[src/rtl/apb_pkg.sv]
// Shared APB requester types: FSM states, PPROT encodings, data-width check.
// Imported by apb_master_bridge; holds no logic of its own.
package apb_pkg;

    typedef enum logic [1:0] {
        ST_IDLE,
        ST_SETUP,
        ST_ACCESS,
        ST_RESP
    } apb_state_e;

    // PPROT bits: [0]=privileged, [1]=non-secure, [2]=instruction
    localparam logic [2:0] PPROT_NORMAL_SECURE_DATA = 3'b000;
    localparam logic [2:0] PPROT_PRIV_SECURE_DATA   = 3'b001;
    localparam logic [2:0] PPROT_NORMAL_NSEC_DATA   = 3'b010;
    localparam logic [2:0] PPROT_NORMAL_SECURE_INSN = 3'b100;

    // APB data buses are 8, 16 or 32 bits wide
    function automatic bit dw_legal(input int dw);
        return (dw == 8) || (dw == 16) || (dw == 32);
    endfunction

endpackage

[src/rtl/apb_master_bridge.sv]
// Single-outstanding APB3/APB4 requester: cmd valid/ready in, APB out,
// response valid/ready back; PREADY waits, PSLVERR, access timeout.
// Ports: PCLK, PRESET (async, active high); cmd_* command stream;
// rsp_* response stream; PADDR..PSTRB, PREADY, PRDATA, PSLVERR APB bus.
module apb_master_bridge
    import apb_pkg::*;
#(
    parameter int ADDR_WIDTH     = 32,
    parameter int DATA_WIDTH     = 32,
    parameter int TIMEOUT_CYCLES = 255
) (
    input  logic                    PCLK,
    input  logic                    PRESET,
    input  logic                    cmd_valid,
    output logic                    cmd_ready,
    input  logic [ADDR_WIDTH-1:0]   cmd_addr,
    input  logic                    cmd_write,
    input  logic [DATA_WIDTH-1:0]   cmd_wdata,
    input  logic [DATA_WIDTH/8-1:0] cmd_strb,
    input  logic [2:0]              cmd_prot,
    output logic                    rsp_valid,
    input  logic                    rsp_ready,
    output logic [DATA_WIDTH-1:0]   rsp_rdata,
    output logic                    rsp_err,
    output logic                    rsp_timeout,
    output logic [ADDR_WIDTH-1:0]   PADDR,
    output logic                    PSELx,
    output logic                    PENABLE,
    output logic                    PWRITE,
    output logic [DATA_WIDTH-1:0]   PWDATA,
    output logic [2:0]              PPROT,
    output logic [DATA_WIDTH/8-1:0] PSTRB,
    input  logic                    PREADY,
    input  logic [DATA_WIDTH-1:0]   PRDATA,
    input  logic                    PSLVERR
);

    localparam int SW = DATA_WIDTH / 8;
    localparam int CW = (TIMEOUT_CYCLES < 1) ? 1
                      : $clog2(TIMEOUT_CYCLES + 1);
    localparam logic [CW-1:0] CNT_MAX = '1;
    localparam logic [CW-1:0] TO_LIM  = CW'(TIMEOUT_CYCLES);

    if (!dw_legal(DATA_WIDTH)) begin : g_bad_dw
        $error("apb_master_bridge: DATA_WIDTH must be 8, 16 or 32");
    end

    apb_state_e    state;
    logic [CW-1:0] cnt;
    logic [CW-1:0] cnt_inc;
    logic          ready_en;
    logic          take;
    logic          to_hit;

    // Saturating increment: the wait counter never wraps
    assign cnt_inc = (cnt == CNT_MAX) ? cnt : cnt + CW'(1);
    assign to_hit  = (TIMEOUT_CYCLES != 0) && (cnt_inc == TO_LIM);

    // ready_en keeps cmd_ready low while reset is held and for the
    // partial cycle after release
    assign cmd_ready = ready_en &&
        ((state == ST_IDLE) || (state == ST_RESP && rsp_ready));
    assign take = cmd_valid && cmd_ready;

    always_ff @(posedge PCLK or posedge PRESET) begin
        if (PRESET) begin
            state       <= ST_IDLE;
            cnt         <= '0;
            ready_en    <= 1'b0;
            rsp_valid   <= 1'b0;
            rsp_rdata   <= '0;
            rsp_err     <= 1'b0;
            rsp_timeout <= 1'b0;
            PADDR       <= '0;
            PSELx       <= 1'b0;
            PENABLE     <= 1'b0;
            PWRITE      <= 1'b0;
            PWDATA      <= '0;
            PPROT       <= PPROT_NORMAL_SECURE_DATA;
            PSTRB       <= '0;
        end else begin
            ready_en <= 1'b1;
            unique case (state)
                ST_IDLE: ;
                ST_SETUP: begin
                    PENABLE <= 1'b1;
                    state   <= ST_ACCESS;
                end
                ST_ACCESS: begin
                    if (PREADY) begin
                        PSELx       <= 1'b0;
                        PENABLE     <= 1'b0;
                        rsp_valid   <= 1'b1;
                        rsp_rdata   <= PWRITE ? '0 : PRDATA;
                        rsp_err     <= PSLVERR;
                        rsp_timeout <= 1'b0;
                        state       <= ST_RESP;
                    end else begin
                        cnt <= cnt_inc;
                        if (to_hit) begin
                            PSELx       <= 1'b0;
                            PENABLE     <= 1'b0;
                            rsp_valid   <= 1'b1;
                            rsp_rdata   <= '0;
                            rsp_err     <= 1'b1;
                            rsp_timeout <= 1'b1;
                            state       <= ST_RESP;
                        end
                    end
                end
                ST_RESP: begin
                    if (rsp_ready) begin
                        rsp_valid <= 1'b0;
                        state     <= ST_IDLE;
                    end
                end
                default: state <= ST_IDLE;
            endcase

            // A handshake (from IDLE or a retiring RESP) overrides the
            // case above and launches the next transfer
            if (take) begin
                PADDR   <= cmd_addr;
                PWRITE  <= cmd_write;
                PWDATA  <= cmd_wdata;
                PPROT   <= cmd_prot;
                PSTRB   <= cmd_write ? cmd_strb : SW'(0);
                PSELx   <= 1'b1;
                PENABLE <= 1'b0;
                cnt     <= '0;
                state   <= ST_SETUP;
            end
        end
    end

endmodule

[config.mk]
export PLATFORM = sky130hd
export DESIGN_NAME = apb_master_bridge
export DESIGN_NICKNAME = d
export VERILOG_FILES = /design/src/rtl/apb_pkg.sv /design/src/rtl/apb_master_bridge.sv
export SDC_FILE = /design/constraint.sdc
export NUM_CORES = 1
export LEC_CHECK = 0
export BUFFER_PORTS_ARGS = -buffer_cell sky130_fd_sc_hd__buf_2
export CAP_MARGIN = 20
export CORE_UTILIZATION = 48
export CTS_CLUSTER_DIAMETER = 60
export DETAILED_ROUTE_END_ITERATION = 8
export PLACE_DENSITY = 0.8
export SETUP_SLACK_MARGIN = 0.4
export SYNTH_ARGS = -nofsm -noshare
export SYNTH_HDL_FRONTEND = slang
export SYNTH_SLANG_ARGS = --single-unit
[constraint.sdc]
create_clock -name PCLK -period 4.9 [get_ports PCLK]
set_input_delay 1.225 -clock PCLK [delete_from_list [all_inputs] [get_ports PCLK]]
set_output_delay 1.225 -clock PCLK [all_outputs]
set_load 0.03 [all_outputs]
---- Word level (Yosys, flattened, before mapping) ----
Index checks and enable logic that the tools add are counted.
storage, ports and cells
  register bits after elaboration ......... 120
  input bits .............................. 110
  output and inout port bits .............. 110
  word-level logic and storage cells ...... 67
operators by class
  add/subtract/negate cells ............... 1
  eq/ne operators ......................... 10
  mux-type cells .......................... 25
  reductions and logical operators ........ 17
operator list
  cell                                            count
  2-to-1 mux 32 bit                               3
  2-to-1 mux 8 bit                                4
  == test 8 bit (second input constant)           2
  2-to-1 mux 1 bit                                10
  adder 8 x 1 -> 8 bit (second input constant)    1
  2-to-1 mux 2 bit                                4
  AND reduction 2 bit                             4
  != test 3 bit (second input constant)           2
  case mux 2 bit (3 select lines)                 1
  AND reduction 3 bit                             2
  nonzero test 2 bit                              3
  nonzero test 3 bit                              2
  == test 2 bit (second input constant)           2
  2-to-1 mux 4 bit                                1
  != test 4 bit (second input constant)           1
  case mux 1 bit (2 select lines)                 2
  nonzero test 4 bit                              1
  logical AND 1 bit                               3
  == test 2 x 1 -> 1 bit (second input constant)  1
  zero test 2 bit                                 1
  != test 2 x 1 -> 1 bit (second input constant)  1
  != test 2 bit (second input constant)           1
  logical OR 1 bit                                1

---- Longest topological paths before layout ----
Gate-level depths: netlist of run 1.
  word-level depth ........................ 7
  gate-level depth with buffers ........... 8
  mapped depth without buffers ............ 7

---- Worst setup path before layout of run 1 ----
No wires, ideal clock.
  path type ............................... input-to-output
  start ................................... input rsp_ready
  end ..................................... output cmd_ready
  arrival time ............................ 1677 ps
  required time ........................... 3675 ps
  slack ................................... 1998 ps
  stages .................................. 2
  buffers on the path ..................... 0
  path through ............................ and2_1 o21a_1
on the way
  longest elaborated chain between the ends .. 3
ends and longest elaborated chain
  what               RTL line                 source
  from (decl)        apb_master_bridge.sv:22  input logic rsp_ready,
  logical AND 1 bit  apb_master_bridge.sv:62  ((state == ST_IDLE) || (state == ST_RESP && rsp_ready));
  logical OR 1 bit   apb_master_bridge.sv:62
  logical AND 1 bit  apb_master_bridge.sv:61  assign cmd_ready = ready_en &&
  to (decl)          apb_master_bridge.sv:15  output logic cmd_ready,
No other way between the ends.

---- Worst setup path after layout of run 1 ----
Same ends and word-level chain as after synthesis.

==> results.tsv, run 1 <==
metric	value	unit
outcome	complete, no violations	
max_freq	317	MHz
yosys_most_used_dff	dfrtp_1	
ios	220	
synth_fp_nets	679	
drc_errors	0	
wl_per_cell	15.1	um
grt_pass1_vias	4637	
routed_wl	14000	um
insertion_delay	510	ps
wl_met1	5770	um
nets	888	
power	5.10	mW
area_growth	30.8	%
hold_violations	0	
fin_skew	8.71	ps
postLayoutCellArea	6970	sq um
dr.pass1.iters	5	
place_ws	1710	ps
antenna_found_initial	0	
cpMostUsedCell	buf_2	
startpoint_type	input pin	
met3_length	1210	um
relSlewSlack	32.6	%
rsz0062_at_grt	false	
path_cells	buf_2, and2_1, o21a_1, buf_2	
cp_slowest_cell	buf_2	
critPathRequiredTime	3670	ps
netlist_top_cells_area	dfrtp_1, nand2_1, a221o_1	
synthArstFlopShare	100	%
worst-path-max-fanout	4	
antenna_left	0	
ys_ff_latch	120	
worst-path-buf-inv	2	
cts_sinks	120	
setup_tns	0	ps
worstMarginPinSlew	1010	ps
fin_ws	1740	ps
syn_inst	564	
max-vdd-ir-drop	387	uV
yosysWarnings	0	
grt_max_degree	56	
gp_congestion	0.825	
rows	38	
drv_cap	0	
min_period	3160	ps
drtIter0Drc	365	
synth.avg_cell_area	9.45	sq um
cts-buffers-inserted	17	
synth_top_area_share	56.3	%
vias	4842	
die_y	107	um
path_class	in2out	
hp-class	reg2reg	
met2_length	6760	um
cts_setup_buffers	0	
synth.distinct_cells	47	
cp_top_family	buffers and inverters	
ctsHoldBuffers	0	
clockBufferDepth	2	
critPathCaptureType	output port	
p_per_area	731	nW/um^2
slowest_delay	240	ps
dieArea	11500	sq um
yosysTopAreaCell	dfrtp_1	
diodes	0	
die_w	107	um
critPathArrivalTime	1930	ps
htreeDepth	4	
highest_layer	met4	
grtUsageTotal	24.2	%
synth_area	5330	sq um
drv_slew	0	
fin_util	64.3	%
grt_pass1_wl	21700	um
place_hpwl	9460	um
avgViaCountPerCell	5.23	
finalCritPeriodShare	64.5	%
numPortBuffers	219	
grt_overflow	0	
yosysSeqAreaShare	56.3	%
placedInstanceArea	6450	sq um
power_leakage	3.77	nW
clockRootBuffer	clkbuf_8	
synth_edf_count	0	
drive_gt1_share	34.6	%
initial_core_util	49.2	%
setup_viol	0	
cts_resized	0	
coreArea	10800	sq um
cts_tree	built	
clk_pin_slew	60	ps
-- cells by family (layout without fill, tap and decap cells) --
| logic type | count (synthesis) | count (layout) | synth area share, % |
|---|---|---|---|
| adder cells (fa/ha/maj) | 5 | 5 | 1.17 |
| AO/OA/AOI/OAI | 101 | 101 | 13.9 |
| other | 1 | 1 | 0.0704 |
| XOR/XNOR | 2 | 2 | 0.329 |
| buffers and inverters | 41 | 263 | 4.30 |
| multiplexers | 1 | 1 | 0.188 |
| AND/OR/NAND/NOR | 293 | 293 | 23.7 |
| flip-flops | 120 | 120 | 56.3 |
-- worst min-delay path: cells and delay by family, from the launching register on --
family           cells  cell delay (ps)
and+or+nand+nor      2              100
DFF                  1              330
-- metrics by stage --
step / hold slack (ps) / std cells
finish: 469 / 926
global route: 498 / 926
CTS: 473 / 926
detailed placement: 459 / 894
global placement: 445 / 894
floorplan: 548 / 564
-- flip-flops by register name (all words and copies together), names as in the netlist --
register	cells
PADDR	32
PENABLE	1
PPROT	3
PSELx	1
PSTRB	4
PWDATA	32
PWRITE	1
cnt	8
ready_en	1
rsp_err	1
rsp_rdata	32
rsp_timeout	1
rsp_valid	1
state	2
-- layout make-up --
| type | count | area, sq um |
|---|---|---|
| inverters | 5 | 21.3 |
| clock buffers | 17 | 414 |
| fillers | 884 | 3870 |
| flip-flops and latches | 120 | 3000 |
| well taps | 140 | 175 |
| repair buffers | 226 | 1150 |
| multi-input cells | 403 | 2100 |
| clock inverters | 15 | 106 |
-- path summary, 6_finish.rpt --
kind	depth (start not counted)	slack, ps	end	start
worst max-delay path	4	1740	cmd_ready	rsp_ready
worst min-delay path	2	470	PWDATA[9]	PWDATA[9]
worst max register to register	7	2370	PWDATA[4]	state[0]
worst min register to register	2	470	PWDATA[9]	PWDATA[9]
max in group asynchronous	3	3200	rsp_rdata[7]	PRESET
min in group asynchronous	2	800	PWDATA[17]	PRESET
-- cell usage after synthesis, types with 2 or more instances --
| cell | count |
|---|---|
| nand2_1 | 224 |
| o21a_1 | 2 |
| clkbuf_8 | 3 |
| inv_1 | 4 |
| nand2b_1 | 33 |
| clkbuf_1 | 21 |
| nor2b_1 | 3 |
| nor2_1 | 11 |
| buf_1 | 5 |
| nor3_1 | 2 |
| and4b_1 | 2 |
| a21oi_1 | 40 |
| ha_1 | 5 |
| nor3_2 | 2 |
| o211ai_1 | 2 |
| a311oi_1 | 2 |
| xor2_1 | 2 |
| a31oi_1 | 3 |
| a21oi_2 | 2 |
| o21ai_0 | 5 |
| o21ai_1 | 2 |
| buf_8 | 3 |
| dfrtp_1 | 120 |
| o22ai_1 | 2 |
| buf_2 | 3 |
| a221o_1 | 33 |
| nand3_1 | 8 |
-- power breakdown --
| part | total, mW | leakage, nW | switching, mW | internal, mW |
|---|---|---|---|---|
| Clock | 1.08 | 0.246 | 0.457 | 0.619 |
| Combinational | 2.27 | 2.04 | 1.57 | 0.702 |
| Sequential | 1.75 | 1.48 | 0.302 | 1.45 |
| Total | 5.10 | 3.77 | 2.33 | 2.77 |
-- placed cells by master (no fill, tap or decap), types with 7 or more instances in the layout --
| cell type | n |
|---|---|
| a21oi_1 | 40 |
| clkbuf_16 | 16 |
| nand2_1 | 223 |
| nor2_1 | 10 |
| nand2b_1 | 33 |
| buf_4 | 7 |
| buf_2 | 219 |
| dfrtp_1 | 120 |
| a221o_1 | 33 |
| nand3_1 | 8 |
-- layer usage --
| metal | vias to the layer above | GRT usage, % |
|---|---|---|
| met5 | - | 0 |
| met4 | 0 | 9.88 |
| met3 | 19 | 8.05 |
| met2 | 199 | 40.6 |
| met1 | 2309 | 28.6 |
| li1 | 2315 | - |
Note: power is estimated with default switching activity, not from simulation.
==> run 2: changes to the inputs <==
Settings changed: ABC_AREA from default to 1.
Clock period 4.9 ns to 3.15 ns, I/O delays scaled along.
==> results.tsv, run 2 <==
metric	value	unit	change
diodes	0		unchanged
setup_viol	0		unchanged
wl_per_cell	13.1	um	was 15.1 um
worst-path-max-fanout	70		was 4
multi_input_area	1890	sq um	was 2100 sq um
rr_worst_depth	13		was 7
finalCritPeriodShare	79.4	%	
antenna_found_initial	0		unchanged
relSlewSlack	39.3	%	was 32.6%
place_hpwl	8590	um	was 9460 um
yosysSeqAreaShare	58.6	%	was 56.3%
grt_overflow	0		unchanged
synth_common_cells	nand2_1, dfrtp_1, o21ai_2		was nand2_1, dfrtp_1, a21oi_1
max_freq	400	MHz	
power	7.86	mW	was 5.10 mW
rows	37		was 38
die_y	105	um	was 107 um
ios	220		unchanged
drtIter0Drc	315		was 365
place_ws	728	ps	was 1710 ps
nFillCells	853		was 884
layout_commonest_cell	nand2_1		unchanged
worstMarginPinSlew	910	ps	was 1010 ps
avgViaCountPerCell	4.77		was 5.23
holdWs	450	ps	was 469 ps
cts_resized	0		unchanged
synthAdderAreaFrac	1.22	%	was 1.17%
area_growth	33.5	%	was 30.8%
synth_top_area_share	58.6	%	was 56.3%
hold_violations	0		unchanged
crit_path_start	cnt[1]		was rsp_ready
htreeDepth	4		unchanged
seq_area	3000	sq um	unchanged
timing.rr.start	cnt[1]		was state[0]
top_regs	PADDR x32, PWDATA x32, rsp_rdata x32		unchanged
critPathRequiredTime	3570	ps	was 3670 ps
clockRootBuffer	clkbuf_8		unchanged
die_w	105	um	was 107 um
grt_max_degree	121		was 56
insertion_delay	510	ps	about the same
fin_skew	5.59	ps	was 8.71 ps
numPortBuffers	219		unchanged
fin_ws	650	ps	was 1740 ps
drv_slew	0		unchanged
cts-buffers-inserted	17		unchanged
synthSimpleGateAreaFrac	27.5	%	was 23.7%
rsz0062_at_grt	false		unchanged
vias	4509		was 4842
synth_top_family_by_area	simple AND/OR/NAND/NOR gates		unchanged
drc_errors	0		unchanged
synthXorXnorAreaFrac	0.342	%	was 0.329%
gp_congestion	0.876		was 0.825
max-vdd-ir-drop	701	uV	was 387 uV
synth_fp_nets	696		was 679
syn_inst	581		was 564
synth_most_common_cell	nand2_1		unchanged
final_cell_mix	nand2_1, buf_2, dfrtp_1		unchanged
antenna_left	0		unchanged
dr.pass1.iters	6		was 5
yosysWarnings	0		unchanged
grt_pass1_vias	4559		was 4637
clk_pin_slew	60	ps	about the same
synth_edf_count	0		unchanged
synth_compound_area_share	7.71	%	was 13.9%
synthArstFlopShare	100	%	unchanged
synth.avg_cell_area	8.82	sq um	was 9.45 sq um
yosysTopAreaCell	dfrtp_1		unchanged
nets	911		was 888
initial_core_util	49.6	%	was 49.2%
coreArea	10300	sq um	was 10800 sq um
dieArea	11100	sq um	was 11500 sq um
synth_area	5120	sq um	was 5330 sq um
startpoint_type	flip-flop		was input pin
netlist_top_cells_area	dfrtp_1, nand2_1, o21ai_2		was dfrtp_1, nand2_1, a221o_1
cts_setup_buffers	0		unchanged
clockBufferDepth	2		unchanged
ctsHoldBuffers	0		unchanged
drive_gt1_share	38.4	%	was 34.6%
rrSetupSlack	650	ps	was 2370 ps
path_class	reg2reg		was in2out
min_period	2500	ps	
crit-reg2reg-capture	rsp_rdata[24]		was PWDATA[4]
cts_sinks	120		unchanged
grtUsageTotal	23.7	%	was 24.2%
critPathCaptureType	flip-flop		was output port
power_leakage	3.88	nW	was 3.77 nW
hp-class	in2async		was reg2reg
grt_pass1_wl	20900	um	was 21700 um
yosys_most_used_dff	dfrtp_1		unchanged
routed_wl	12400	um	was 14000 um
drv_cap	0		unchanged
cts_tree	built		unchanged
yosys-mux-area-fraction	0	%	was 0.188%
p_per_area	1150	nW/um^2	was 731 nW/um^2
synth.distinct_cells	26		was 47
setup_tns	0	ps	unchanged
setup.worst_path.end	rsp_rdata[24]		was cmd_ready
critPathArrivalTime	2920	ps	was 1930 ps
outcome	complete, no violations		unchanged
ys_ff_latch	120		unchanged
-- run 2: cell count changes in the layout (fill, tap and decap cells not counted), moves of 5 or more --
cell and change:
nand2_1 +88, o21ai_2 +34, nand3_1 +6, inv_1 +13, o21ai_0 +10, nand2b_1 -33, a21oi_1 -38, a221o_1 -33
nand2_2 +11, buf_4 -5
-- run 2: worst min path at each step --
stage | start | to | slack (ps) | depth (start not counted)
2_1_floorplan | state[1] | state[1] | 500 | 2
6_report | PRESET | PWDATA[29] | 450 | 3
3_3_place_gp | PWDATA[12] | PWDATA[12] | 460 | 2
3_5_place_dp | PADDR[11] | PADDR[11] | 460 | 2
5_1_grt | cmd_wdata[27] | PWDATA[27] | 460 | 3
4_1_cts | cmd_addr[15] | PADDR[15] | 440 | 3
-- run 2: layout make-up --
| cell class | instances | share of cell area [%] |
|---|---|---|
| multi-input combinational | 414 | 27.7 |
| clock inverter | 15 | 1.92 |
| inverter | 20 | 1.15 |
| sequential | 120 | 43.9 |
| timing repair buffer | 223 | 16.8 |
| tap | 136 | 2.49 |
| clock buffer | 17 | 6.05 |
-- run 2: report_power, final --
part | internal [mW] | total (mW) | switching (mW) | leakage [nW]
combinational | 0.990 | 3.45 | 2.46 | 2.09
sequential | 2.24 | 2.66 | 0.424 | 1.54
clock | 1.04 | 1.75 | 0.710 | 0.256
-- run 2: critical path, cell delays in order, from the launching register on --
cell and delay (ps):
dfrtp_1 400, ha_1 270, nand3_1 170, inv_2 130
nand2_4 70, nand2_1 60, nand2_1 60, nand2_1 80
nor2_1 50, nand2_2 90, nand2_4 60, nand2_4 650
nand2_1 180, o21ai_2 100
-- run 2: through the flow --
stage / instances / area (sq um) / util [%]
2_1_floorplan: 581 / 5130 / -
3_3_place_gp: 913 / 6300 / 61.0
3_5_place_dp: 913 / 6300 / 61.0
4_1_cts: 945 / 6840 / 66.3
5_1_grt: 945 / 6840 / 66.3
6_report: 945 / 6840 / 66.3
-- run 2: cell families (layout without fill, tap and decap cells) --
group                    after synthesis  count (layout)
buffers and inverters                 47             275
XOR/XNOR                               2               2
adder cells (fa/ha/maj)                5               5
flip-flops                           120             120
AO/OA/AOI/OAI                         53              53
other                                  1               1
AND/OR/NAND/NOR                      353             353
-- run 2: per-layer routing --
layer | part of all wire (%) | track usage, % | wire (um)
met5 | 0 | 0 | 0
met4 | 1.6 | 8.25 | 197
met3 | 8.0 | 7.73 | 992
met2 | 49 | 40.2 | 6070
met1 | 41 | 28.3 | 5110
==> run 3: changes to the inputs <==
Clock period 3.15 ns to 2.46 ns, I/O delays scaled along.
==> results.tsv, run 3 (synthesized netlist as in run 2, its figures left out) <==
metric	value	unit	change
wl_per_cell	14.4	um	was 13.1 um
drive_gt1_share	42.5	%	was 38.4%
ctsHoldBuffers	0		unchanged
clk_pin_slew	60	ps	about the same
die_w	105	um	unchanged
initial_core_util	49.6	%	unchanged
drc_errors	0		unchanged
htreeDepth	4		unchanged
layout_commonest_cell	nand2_1		unchanged
avgViaCountPerCell	4.91		was 4.77
routed_wl	14000	um	was 12400 um
dr.pass1.iters	5		was 6
grtUsageTotal	25.0	%	was 23.7%
min_period	2080	ps	
dieArea	11100	sq um	unchanged
setup_viol	0		unchanged
drtIter0Drc	368		was 315
hp-class	in2async		unchanged
worst-path-max-fanout	3		was 70
clockBufferDepth	2		unchanged
antenna_left	0		unchanged
path_class	reg2out		was reg2reg
cts-buffers-inserted	17		unchanged
rsz0062_at_grt	true		was false
power_leakage	4.11	nW	was 3.88 nW
nets	937		was 911
area_growth	42.8	%	was 33.5%
drv_cap	0		unchanged
max_freq	480	MHz	
grt_pass1_wl	21800	um	was 20900 um
p_per_area	1490	nW/um^2	was 1150 nW/um^2
power	10.9	mW	was 7.86 mW
die_y	105	um	unchanged
startpoint_type	flip-flop		unchanged
critPathArrivalTime	1470	ps	was 2920 ps
nFillCells	772		was 853
coreArea	10300	sq um	unchanged
final_cell_mix	nand2_1, buf_2, dfrtp_1		unchanged
critPathCaptureType	output port		was flip-flop
seq_area	3000	sq um	about the same
grt_overflow	0		unchanged
max-vdd-ir-drop	953	uV	was 701 uV
placedInstanceArea	6360	sq um	was 6300 sq um
fin_skew	7.79	ps	was 5.59 ps
clockRootBuffer	clkbuf_8		unchanged
critPathRequiredTime	1850	ps	was 3570 ps
cts_tree	built		unchanged
postLayoutCellArea	7320	sq um	was 6840 sq um
place_hpwl	8880	um	was 8590 um
vias	4770		was 4509
top_regs	PADDR x32, PWDATA x32, rsp_rdata x32		unchanged
numPortBuffers	219		unchanged
drv_slew	0		unchanged
diodes	0		unchanged
finalCritPeriodShare	84.7	%	
antenna_found_initial	0		unchanged
outcome	complete, no violations		unchanged
relSlewSlack	53.2	%	was 39.3%
grt_max_degree	78		was 121
insertion_delay	510	ps	about the same
cts_sinks	120		unchanged
worstMarginPinSlew	703	ps	was 910 ps
hold_violations	0		unchanged
setup_tns	0	ps	unchanged
rows	37		unchanged
grt_pass1_vias	4750		was 4559
multi_input_area	2000	sq um	was 1890 sq um
gp_congestion	0.896		was 0.876
ios	220		unchanged
## run 3: worst paths after layout
kind | cells past startpoint | end | start | slack [ps]
setup / recovery | 4 | cmd_ready | state[1] | 380
setup reg to reg | 13 | rsp_rdata[31] | cnt[1] | 450
hold / removal | 3 | PADDR[4] | PRESET | 200
min in group PCLK | 3 | PWDATA[16] | cmd_wdata[16] | 290
max in group asynchronous | 3 | cnt[3] | PRESET | 1580
hold reg to reg | 2 | PWDATA[5] | PWDATA[5] | 470
## run 3: area by class of cell
cell class              count  area share, %
flip-flops and latches    120           41.0
multi-input cells         416           27.3
repair buffers            247           19.8
clock buffers              18           5.71
clock inverters            14           2.72
well taps                 136           2.32
inverters                  20           1.13
## run 3: timing repair
| action | CTS | global route |
|---|---|---|
| endpoints found under the setup margin | 28 | 86 |
| gates cloned | 2 | 4 |
| resized for setup | 10 | 19 |
| pin swaps | 2 | 4 |
| setup buffers | 10 | 5 |
## run 3: per-layer routing
layer  share of wire (%)  up-vias  track usage [%]
li1                    -     2289                -
met5                   0        -                0
met4                 2.3        0             9.15
met1                  39     2231             29.9
met3                 8.0       37             7.48
met2                  51      213             42.6
## run 3: metrics by stage
step / instances / setup WS, ps / hold WS (ps) / utilization, %
final: 971 / 375 / 203 / 70.9
after floorplan: 581 / 376 / 503 / -
after global placement: 918 / 452 / 457 / 61.6
after global routing: 971 / 295 / 224 / 70.9
after detailed placement: 918 / 326 / 459 / 61.6
after CTS: 962 / 351 / 204 / 69.0
## run 3: where the power goes
group	leakage, nW	total (mW)	switching [mW]	internal, mW
logic	2.28	4.91	3.35	1.56
registers	1.53	3.43	0.559	2.87
clock network	0.300	2.57	0.918	1.65
## run 3: worst max-delay path, stage by stage (launching register included)
cell,delay [ps]
dfrtp_1,420
ha_2,210
a21oi_2,140
nor2_2,60
buf_6,130
